$ cat config.mk
export PLATFORM = sky130hd
export DESIGN_NAME = ldst_sequencer
export DESIGN_NICKNAME = d
export VERILOG_FILES = /design/src/rtl/ldst_sequencer.sv
export SDC_FILE = /design/constraint.sdc
export NUM_CORES = 1
export LEC_CHECK = 0
export ABC_AREA = 1
export BUFFER_PORTS_ARGS = -buffer_cell sky130_fd_sc_hd__buf_2
export CORE_MARGIN = 2
export CORE_UTILIZATION = 51
export CTS_BUF_LIST = sky130_fd_sc_hd__clkbuf_4
export CTS_CLUSTER_DIAMETER = 60
export DETAILED_ROUTE_END_ITERATION = 8
export GPL_TIMING_DRIVEN = 1
export PLACE_DENSITY = 0.87
export REMOVE_ABC_BUFFERS = 1
export SYNTH_ARGS = -nofsm -noshare
export SYNTH_HDL_FRONTEND = slang
export SYNTH_SLANG_ARGS = --single-unit
$ cat constraint.sdc
create_clock -name clk -period 3.1 [get_ports clk]
set_input_delay 0.155 -clock clk [delete_from_list [all_inputs] [get_ports clk]]
set_output_delay 0.155 -clock clk [all_outputs]
set_load 0.02 [all_outputs]
$ cat src/rtl/ldst_sequencer.sv
// ldst_sequencer: multi-cycle load/store controller between EX and the
// single-port data memory. One request in flight at a time; memory strobes,
// address and data are registered. Loads finish with a one-cycle register-file
// write-back; a wait counter aborts transactions the memory never acks.
//
// Ports
//   clk, reset_n          clock, synchronous active-low reset
//   req_*                 EX request (valid/ready handshake), write=1 store
//   stall                 pipeline hold while a transaction is in flight
//   data_memory_*         memory address/data/strobes out, read data in
//   mem_ack               memory completion
//   w_enable/select/dest/other  register-file write-back for loads
//   err_timeout           one-cycle pulse: transaction aborted
//   err_misalign          one-cycle pulse: misaligned request rejected
module ldst_sequencer #(
  parameter int unsigned MAX_WAIT = 15
) (
  input  logic        clk,
  input  logic        reset_n,
  input  logic        req_valid,
  input  logic        req_write,
  input  logic [31:0] req_addr,
  input  logic [31:0] req_wdata,
  input  logic [2:0]  req_dest,
  output logic        req_ready,
  output logic        stall,
  output logic [31:0] data_memory_a,
  output logic [31:0] data_memory_out_v,
  output logic        data_memory_read,
  output logic        data_memory_write,
  input  logic [31:0] data_memory_in_v,
  input  logic        mem_ack,
  output logic        w_enable,
  output logic        w_select,
  output logic [2:0]  w_dest,
  output logic [31:0] w_other,
  output logic        err_timeout,
  output logic        err_misalign
);

  typedef enum logic [1:0] {IDLE, RD_WAIT, WR_WAIT, WB} state_t;

  localparam logic [3:0] LIMIT = 4'(MAX_WAIT);

  state_t      r_state, w_next;
  logic [3:0]  r_cnt;
  logic [2:0]  r_dest;
  logic [31:0] r_addr, r_wdata, r_other;
  logic [2:0]  r_wdest;
  logic        r_rd, r_wr, r_wen, r_wsel, r_err_to, r_err_mis;

  logic w_accept, w_misalign, w_start, w_waiting, w_timeout;

  always_comb begin
    w_accept   = (r_state == IDLE) & req_valid;
    w_misalign = w_accept & (req_addr[1:0] != 2'b00);
    w_start    = w_accept & ~w_misalign;
    w_waiting  = (r_state == RD_WAIT) | (r_state == WR_WAIT);
    // ack in the limit cycle wins over the timeout
    w_timeout  = w_waiting & ~mem_ack & (r_cnt == LIMIT);
  end

  always_ff @(posedge clk) begin
    if (!reset_n) r_state <= IDLE;
    else          r_state <= w_next;
  end

  always_comb begin
    w_next = r_state;
    case (r_state)
      IDLE:    if (w_start) w_next = req_write ? WR_WAIT : RD_WAIT;
      RD_WAIT: if (mem_ack) w_next = WB;
               else if (w_timeout) w_next = IDLE;
      WR_WAIT: if (mem_ack | w_timeout) w_next = IDLE;
      WB:      w_next = IDLE;
      default: w_next = IDLE;
    endcase
  end

  always_ff @(posedge clk) begin
    if (!reset_n) begin
      r_cnt     <= '0;
      r_dest    <= '0;
      r_addr    <= '0;
      r_wdata   <= '0;
      r_other   <= '0;
      r_wdest   <= '0;
      r_rd      <= 1'b0;
      r_wr      <= 1'b0;
      r_wen     <= 1'b0;
      r_wsel    <= 1'b0;
      r_err_to  <= 1'b0;
      r_err_mis <= 1'b0;
    end else begin
      r_err_mis <= w_misalign;
      r_err_to  <= w_timeout;
      r_wen     <= 1'b0;
      r_wsel    <= 1'b0;
      case (r_state)
        IDLE: if (w_start) begin
          r_addr <= req_addr;
          r_dest <= req_dest;
          r_cnt  <= '0;
          if (req_write) begin
            r_wr    <= 1'b1;
            r_wdata <= req_wdata;
          end else begin
            r_rd <= 1'b1;
          end
        end
        RD_WAIT, WR_WAIT: begin
          if (mem_ack) begin
            r_rd <= 1'b0;
            r_wr <= 1'b0;
            // write-back regs load on entry to WB so they are live during WB
            if (r_state == RD_WAIT) begin
              r_wen   <= 1'b1;
              r_wsel  <= 1'b1;
              r_wdest <= r_dest;
              r_other <= data_memory_in_v;
            end
          end else if (w_timeout) begin
            r_rd <= 1'b0;
            r_wr <= 1'b0;
          end else if (r_cnt != 4'hF) begin
            r_cnt <= r_cnt + 4'd1;
          end
        end
        default: ;
      endcase
    end
  end

  assign req_ready         = (r_state == IDLE);
  assign stall             = req_valid & (r_state != IDLE);
  assign data_memory_a     = r_addr;
  assign data_memory_out_v = r_wdata;
  assign data_memory_read  = r_rd;
  assign data_memory_write = r_wr;
  assign w_enable          = r_wen;
  assign w_select          = r_wsel;
  assign w_dest            = r_wdest;
  assign w_other           = r_other;
  assign err_timeout       = r_err_to;
  assign err_misalign      = r_err_mis;

endmodule

# == Word level (Yosys, flattened, before mapping) ==
# Index checks and enable logic that the tools add are counted.
# op_classes
add_sub_neg,1
n_eq_ne,14
muxes,20
bitwise_logic,10
reduce_logical,13
# op_table
operator,n
$mux 4,4
$reduce_and 3->1,4
$mux 2,5
$ne 2x2->1 const B,5
$pmux 2 s4,1
$pmux 4 s2,1
$reduce_and 4->1,2
$mux 1,7
$and 1x1->1,6
$ne 3x3->1 const B,2
$reduce_bool 2->1,3
$reduce_and 5->1,1
$add 4x1->4 const B,1
$eq 2x2->1 const B,2
$eq 4x4->1 const B,1
$ne 2x1->1 const B,2
$ne 4x4->1 const B,1
$pmux 1 s2,2
$eq 2x1->1 const B,1
$logic_not 2->1,1
$not 1->1,2
$or 1x1->1,2
$reduce_and 2->1,1
$reduce_or 2->1,1
# word_totals
ff_bits,113
elab_cells,70

# == Longest topological paths before layout ==
# Gate-level depths: netlist of run 1.
# depth
ltp_word,7
depth_mapped,11
ltp_nobuf,10

# == Worst setup path after synthesis of run 1 ==
# Ideal clock, no wire load.
# synth_timing
path_type,reg2reg
startpoint,reg r_state[0]
endpoint,reg r_cnt[1]
setup_time_ns,0.116
arrival_time_ns,1.441
setup_slack_ns,1.543
stages_incl_launch_ff,11
n_path_buf,1
period_less_slack_ns,1.557
cell_sequence,dfxtp_1 > inv_1 > ha_1 > buf_6 > nand2_4 > inv_2 > nand2_4 > nand2_2 > nand2_4 > o21ai_0 > nor2_1
# synth_between
elab_chain_cells,7
word_cells_on_any_way,18
classes_between,6 x eq/ne; 1 x mux; 7 x bitwise; 4 x reduce/logical
# synth_rtl
element,line,text
"start, declared",45,"state_t r_state, w_next;"
"start signal, assigned",65,else r_state <= w_next;
$logic_not 2->1 *,--,
net req_ready,25,"output logic req_ready,"
$and 1x1->1,55,w_accept = (r_state == IDLE) & req_valid;
$and 1x1->1,56,w_misalign = w_accept & (req_addr[1:0] != 2'b00);
$not 1->1,57,w_start = w_accept & ~w_misalign;
$and 1x1->1,57,
$ne 2x1->1 (no line),--,
$reduce_and 5->1 (no line),--,
"end signal, assigned",126,r_cnt <= r_cnt + 4'd1;
"end, declared",46,logic [3:0] r_cnt;
# The timed path passes the listed nets; every way through them passes the cells marked *.
# A chain may end at the register's enable or synchronous reset.

# == Final worst setup path of run 1 ==
# layout_timing
startpoint,reg r_state[0]
endpoint,"reg r_other[18], in the netlist w_other[18]"
# layout_between
elab_chain_cells,3
word_cells_on_any_way,4
classes_between,2 x eq/ne; 2 x reduce/logical
# layout_rtl
element,line,text
$eq 2x2->1 / $eq 2x1->1 (equally long branches),"99, 116",
$reduce_or 2->1,99,case (r_state)
$reduce_and 3->1 (no line) *,--,
"end signal, assigned",120,r_other <= data_memory_in_v;
"end, declared",48,"logic [31:0] r_addr, r_wdata, r_other;"
# Every way passes the cells marked *; elsewhere a longest branch is shown, timed or not.

==> results.txt, run 1 <==
Arr. time, crit path - 3.01 ns
critical path type - reg2reg
die area - 9170 um2
wire per inst - 15.6 um
Placed Cells - 827
Least-Margin Pin Slew - 1.16 ns
synthesis-to-finish area growth - 52.7%
Die Y - 95.8 um
vias in the first global route - 4770
fillcell total - 506
final instance area - 6560 um2
average size of a mapped cell - 7.85 um2
clock slew at reported path FFs - 0.11 ns
largest fanout on the critical path - 71
H-Tree Depth - 4
DRC - 0
Final GP Congestion - 0.809
TritonCTS Sinks - 113
Initial Util - 52.5%
maximum clock path buffer count - 2
via count - 4967
Num CTS Buffers - 17
post-cts sizing count - 0
Worst setup EP type - flip-flop
final setup TNS - 0 ns
Leakage - 3.04 nW
PnR worst setup slack - 0.425 ns
pin count of the biggest net entering global routing - 74
Clock Skews - 0.0159 ns
Final setup viols - 0
Pins Over Slew Limit - 0
crit path time final - 2.67 ns
initial antenna violation count - 1
Final Total Pwr - 4.02 mW
period utilisation layout - 86.3%
dpl cell area - 5290 um2
RSZ-0062 raised after global routing - no
relative slew slack - 22.7%
hold slack - 0.0655 ns
register area - 2260 um2
Crit-path slowest cell - nand3_2
Crit path largest cell delay - 0.84 ns
required time of the critical path - 3.43 ns
Routed WL - 15000 um
max_cap viols - 0
CP cell instances - inv_1, ha_1, nand3_2, o21ai_0, a21oi_1
core area - 8180 um2
Finished Core Util - 80.2%
Final ANT Viol Nets - 0
Max VDD drop - 0.462 mV
Via-to-Cell Ratio - 5.18
Synth Register Bits - 113
Worst Hold Path Cells - 4
multi-input logic area - 1630 um2
Fmax - 374 MHz
DPL Wire Length - 7770 um
cell count after synthesis - 547
Starting DRT DRC Count - 307
Seq/Total Area, Yosys - 52.7%
GR Util All Layers - 32.0%
# IOs - 211
Layout Nets - 949
worst hold path type - in2reg
FF-to-FF path depth - 5
commonest non-fill, non-tap cell in the layout - buf_2
global route overflow - 0
clk_lat worst skew - 0.51 ns
I/O Buffers - 210
post-synth cell types - 19
num rows - 33
first-pass GRT wire length - 22300 um
startpoint types - flip-flop
most frequent cells in the layout - 210 x buf_2, 113 x dfxtp_1, 99 x dlygate4sd3_1
worst slack at placement - 0.708 ns
CTS Root Cell - clkbuf_4
CTS tree - built
PD cells - 613 nW/um2
synth warn - 0
share of layout cells above drive strength 1 - 29.7%
DIE WIDTH - 95.8 um
DRT Pass-1 Iters - 6
final cell count without fillers - 959
status - finished clean
area of the mapped netlist - 4300 um2
final hold vios - 0
routing by layer:
| metal | global-route usage, % | up-vias | part of all wire (%) |
|---|---|---|---|
| li1 | - | 2350 | - |
| met2 | 54.2 | 284 | 50 |
| met5 | 0 | - | 0 |
| met3 | 8.07 | 105 | 7.1 |
| met4 | 27.7 | 0 | 7.4 |
| met1 | 32.8 | 2228 | 36 |
where the power goes:
group          leakage (nW)  switching, mW  internal [mW]  total, mW
registers             0.916         0.0842           1.60       1.68
logic                  1.98          0.821          0.445       1.27
clock network         0.137          0.585          0.483       1.07
synthesized netlist by cell type, drive strengths merged:
cell / n / area share, %
a21oi: 75 / 8.7
clkbuf: 20 / 1.7
ha: 5 / 1.5
nor3: 1 / 0.12
nand2: 64 / 6.3
nand3b: 1 / 0.17
dfxtp: 113 / 53
o21ai: 69 / 8.0
nand4: 3 / 0.44
inv: 54 / 4.7
nand3: 41 / 4.8
nor2: 84 / 7.7
buf: 17 / 3.1
critical path, delay by kind of cell, from the launching register on:
family                     cells  cell delay, ns
adders and majority gates      1            0.37
DFF                            1            0.37
and+or+nand+nor                1            0.84
buffers and inverters          1            0.09
AOI/OAI and AO/OA              2            0.82
repair_timing:
item / in CTS / in global routing
buffers inserted: 0 / 0
hold buffers: 99 / 0
endpoints found under the hold margin: 98 / 0
cell type report:
class / instances / area share (%)
inverters: 54 / 3.09
clock inverters: 13 / 2.12
well taps: 105 / 2.00
repair buffers: 311 / 31.4
diodes: 2 / 0.0763
multi-input cells: 343 / 24.8
clock buffers: 18 / 2.06
flip-flops and latches: 113 / 34.5
sequential cells by signal (all words and copies together) (netlist names):
name,count
err_misalign,1
r_cnt,4
w_dest,3
data_memory_a,32
r_state,2
w_other,32
r_dest,3
err_timeout,1
data_memory_read,1
data_memory_out_v,32
data_memory_write,1
w_select,1
kinds of logic (layout without fill, tap and decap cells):
kind of cell    count (synthesis)  after routing  synth area share, %
other cells                     0              2                    0
compound gates                144            144                 16.8
simple gates                  194            194                 19.5
buf+inv                        91            396                 9.58
fa+ha+maj                       5              5                 1.46
flops                         113            113                 52.7
final timing paths:
kind | startpoint | end | slack (ns)
worst max-delay path | r_state[0]$_SDFFE_PN0P_ | w_other[18]$_SDFFE_PN0P_ | 0.43
worst min-delay path | req_write | data_memory_read$_SDFFE_PN0P_ | 0.07
worst max register to register | r_state[0]$_SDFFE_PN0P_ | w_other[18]$_SDFFE_PN0P_ | 0.43
worst min register to register | data_memory_a[1]$_SDFFE_PN0P_ | data_memory_a[1]$_SDFFE_PN0P_ | 0.44
Power figures use the tool's default switching activity.
==> run 2, diff against run 1 <==
- clock period: 3.1 -> 3.4 ns (I/O delays scaled with it)
==> run 2 against run 1 <==
  * Register-to-register slack improved by 0.49 ns
  * Worst hold slack worse by 0.029 ns
  * Critical path depth increased by 2
  * Design area is 1.3% higher
  * Via count grew 2.6%
  * Critical endpoint is now data_memory_out_v[11]$_SDFFE_PN0P_
  * Die area unchanged
  * Global-route usage grew 0.71 points
==> results.txt, run 2 (synthesis gave the netlist of run 1 again) <==
Worst setup EP type - flip-flop
clock slew at reported path FFs - 0.12 ns
period utilisation layout - 73.0%
first-pass GRT wire length - 22800 um
pin count of the biggest net entering global routing - 74
Routed WL - 15500 um
PD cells - 591 nW/um2
Least-Margin Pin Slew - 1.13 ns
CTS Root Cell - clkbuf_4
TritonCTS Sinks - 113
Sw Pwr - 1.40 mW
dpl cell area - 5300 um2
FF-to-FF setup slack - 0.92 ns
Final ANT Viol Nets - 0
core area - 8180 um2
RSZ-0062 raised after global routing - no
global route overflow - 0
I/O Buffers - 210
Clock Skews - 0.0230 ns
Pins Over Slew Limit - 0
maximum clock path buffer count - 2
GR Util All Layers - 32.7%
most frequent cells in the layout - 210 x buf_2, 113 x dfxtp_1, 98 x dlygate4sd3_1
Leakage - 3.07 nW
worst hold path startpoint - req_addr[0]
initial antenna violation count - 3
DPL Wire Length - 8080 um
final instance area - 6640 um2
Die Y - 95.8 um
worst hold path type - in2reg
required time of the critical path - 3.74 ns
synthesis-to-finish area growth - 54.6%
Sw Ratio - 35.6%
reg2reg end - data_memory_out_v[11]$_SDFFE_PN0P_
DRT Pass-1 Iters - 7
Final setup viols - 0
share of layout cells above drive strength 1 - 29.9%
Final GP Congestion - 0.806
final hold vios - 0
DIE WIDTH - 95.8 um
FF-to-FF path depth - 7
status - finished clean
Fmax - 403 MHz
# IOs - 211
Via-to-Cell Ratio - 5.31
H-Tree Depth - 4
Worst Hold End - err_misalign$_SDFF_PN0_
relative slew slack - 24.3%
critical path type - reg2reg
final setup TNS - 0 ns
CTS tree - built
Max VDD drop - 0.385 mV
crit path time final - 2.48 ns
Clk pwr share - 31.3%
reg2reg start - r_state[0]$_SDFFE_PN0P_
num rows - 33
PnR worst setup slack - 0.918 ns
DRC - 0
share of power burned in registers - 39.1%
startpoint types - flip-flop
worst slack at placement - 1.11 ns
clk_lat worst skew - 0.52 ns
max_cap viols - 0
Logic pwr share - 29.6%
Initial Util - 52.5%
commonest non-fill, non-tap cell in the layout - buf_2
die area - 9170 um2
Starting DRT DRC Count - 246
largest fanout on the critical path - 38
wire per inst - 16.2 um
via count - 5096
Arr. time, crit path - 2.83 ns
Num CTS Buffers - 17
Final Total Pwr - 3.92 mW
vias in the first global route - 4880
Layout Nets - 949
Worst Hold Path Cells - 3
Int Power - 2.53 mW
Worst Setup SP - r_state[0]$_SDFFE_PN0P_
run 2: changes by cell type in the layout (fill, tap and decap cells not counted), sizes merged:
cell	previous run	this run
clkbuf	18	17
inv	56	57
dlygate4sd3	99	98
buf	212	213
clkinv	4	2
bufinv	2	5
run 2: power groups by stage:
stage | combinational (mW) | clock, mW | sequential [mW]
floorplan | 0.561 | 0 | 1.69
global placement | 0.985 | 0 | 1.55
detailed placement | 1.03 | 0 | 1.56
CTS | 1.12 | 1.23 | 1.53
global route | 1.26 | 1.29 | 1.55
finish | 1.16 | 1.23 | 1.54
run 2: metrics by stage:
step	hold WS, ns	instances	util (%)
2_1_floorplan	0.291	510	-
3_3_place_gp	0.418	828	64.8
3_5_place_dp	0.423	828	64.8
4_1_cts	0.0118	958	81.2
5_1_grt	0.0339	960	81.2
6_report	0.0365	960	81.2
run 2: worst max path at each step:
stage / slack [ns] / to
finish: 0.92 / data_memory_out_v[11]$_SDFFE_PN0P_
global placement: 1.24 / data_memory_out_v[12]$_SDFFE_PN0P_
detailed placement: 1.11 / data_memory_out_v[28]$_SDFFE_PN0P_
floorplan: 0.94 / w_dest[0]$_SDFFE_PN0P_
CTS: 1.05 / data_memory_out_v[26]$_SDFFE_PN0P_
global route: 0.73 / data_memory_out_v[11]$_SDFFE_PN0P_
run 2: what timing repair did:
item / in CTS / in global routing
gates resized for setup: 0 / 0
hold buffers: 98 / 0
buffers inserted: 0 / 0
endpoints found under the hold margin: 98 / 0
run 2: final cells by class:
| class | instances | area [um2] |
|---|---|---|
| Sequential cell | 113 | 2260 |
| Timing Repair Buffer | 311 | 2050 |
| Fill cell | 504 | 1530 |
| Tap cell | 105 | 131 |
| Antenna cell | 2 | 5.00 |
| Clock buffer | 17 | 128 |
| Multi-Input combinational cell | 343 | 1630 |
| Inverter | 54 | 203 |
| Clock inverter | 15 | 231 |
run 2: worst max-delay path, stage by stage (launching register included):
cell	delay [ns]
dfxtp_1	0.34
inv_1	0.12
ha_1	0.39
nand2_4	0.13
nor2_8	0.44
nand2_2	0.52
nand2_1	0.25
a21oi_1	0.12
run 2: layer usage:
layer / vias to the layer above / share of wire (%) / track usage, % / wire length [um]
li1: 2355 / - / - / -
met1: 2319 / 32 / 30.7 / 5010
met2: 313 / 53 / 59.6 / 8190
met3: 109 / 7.6 / 9.79 / 1180
met4: 0 / 7.3 / 24.0 / 1140
met5: - / 0 / 0 / 0
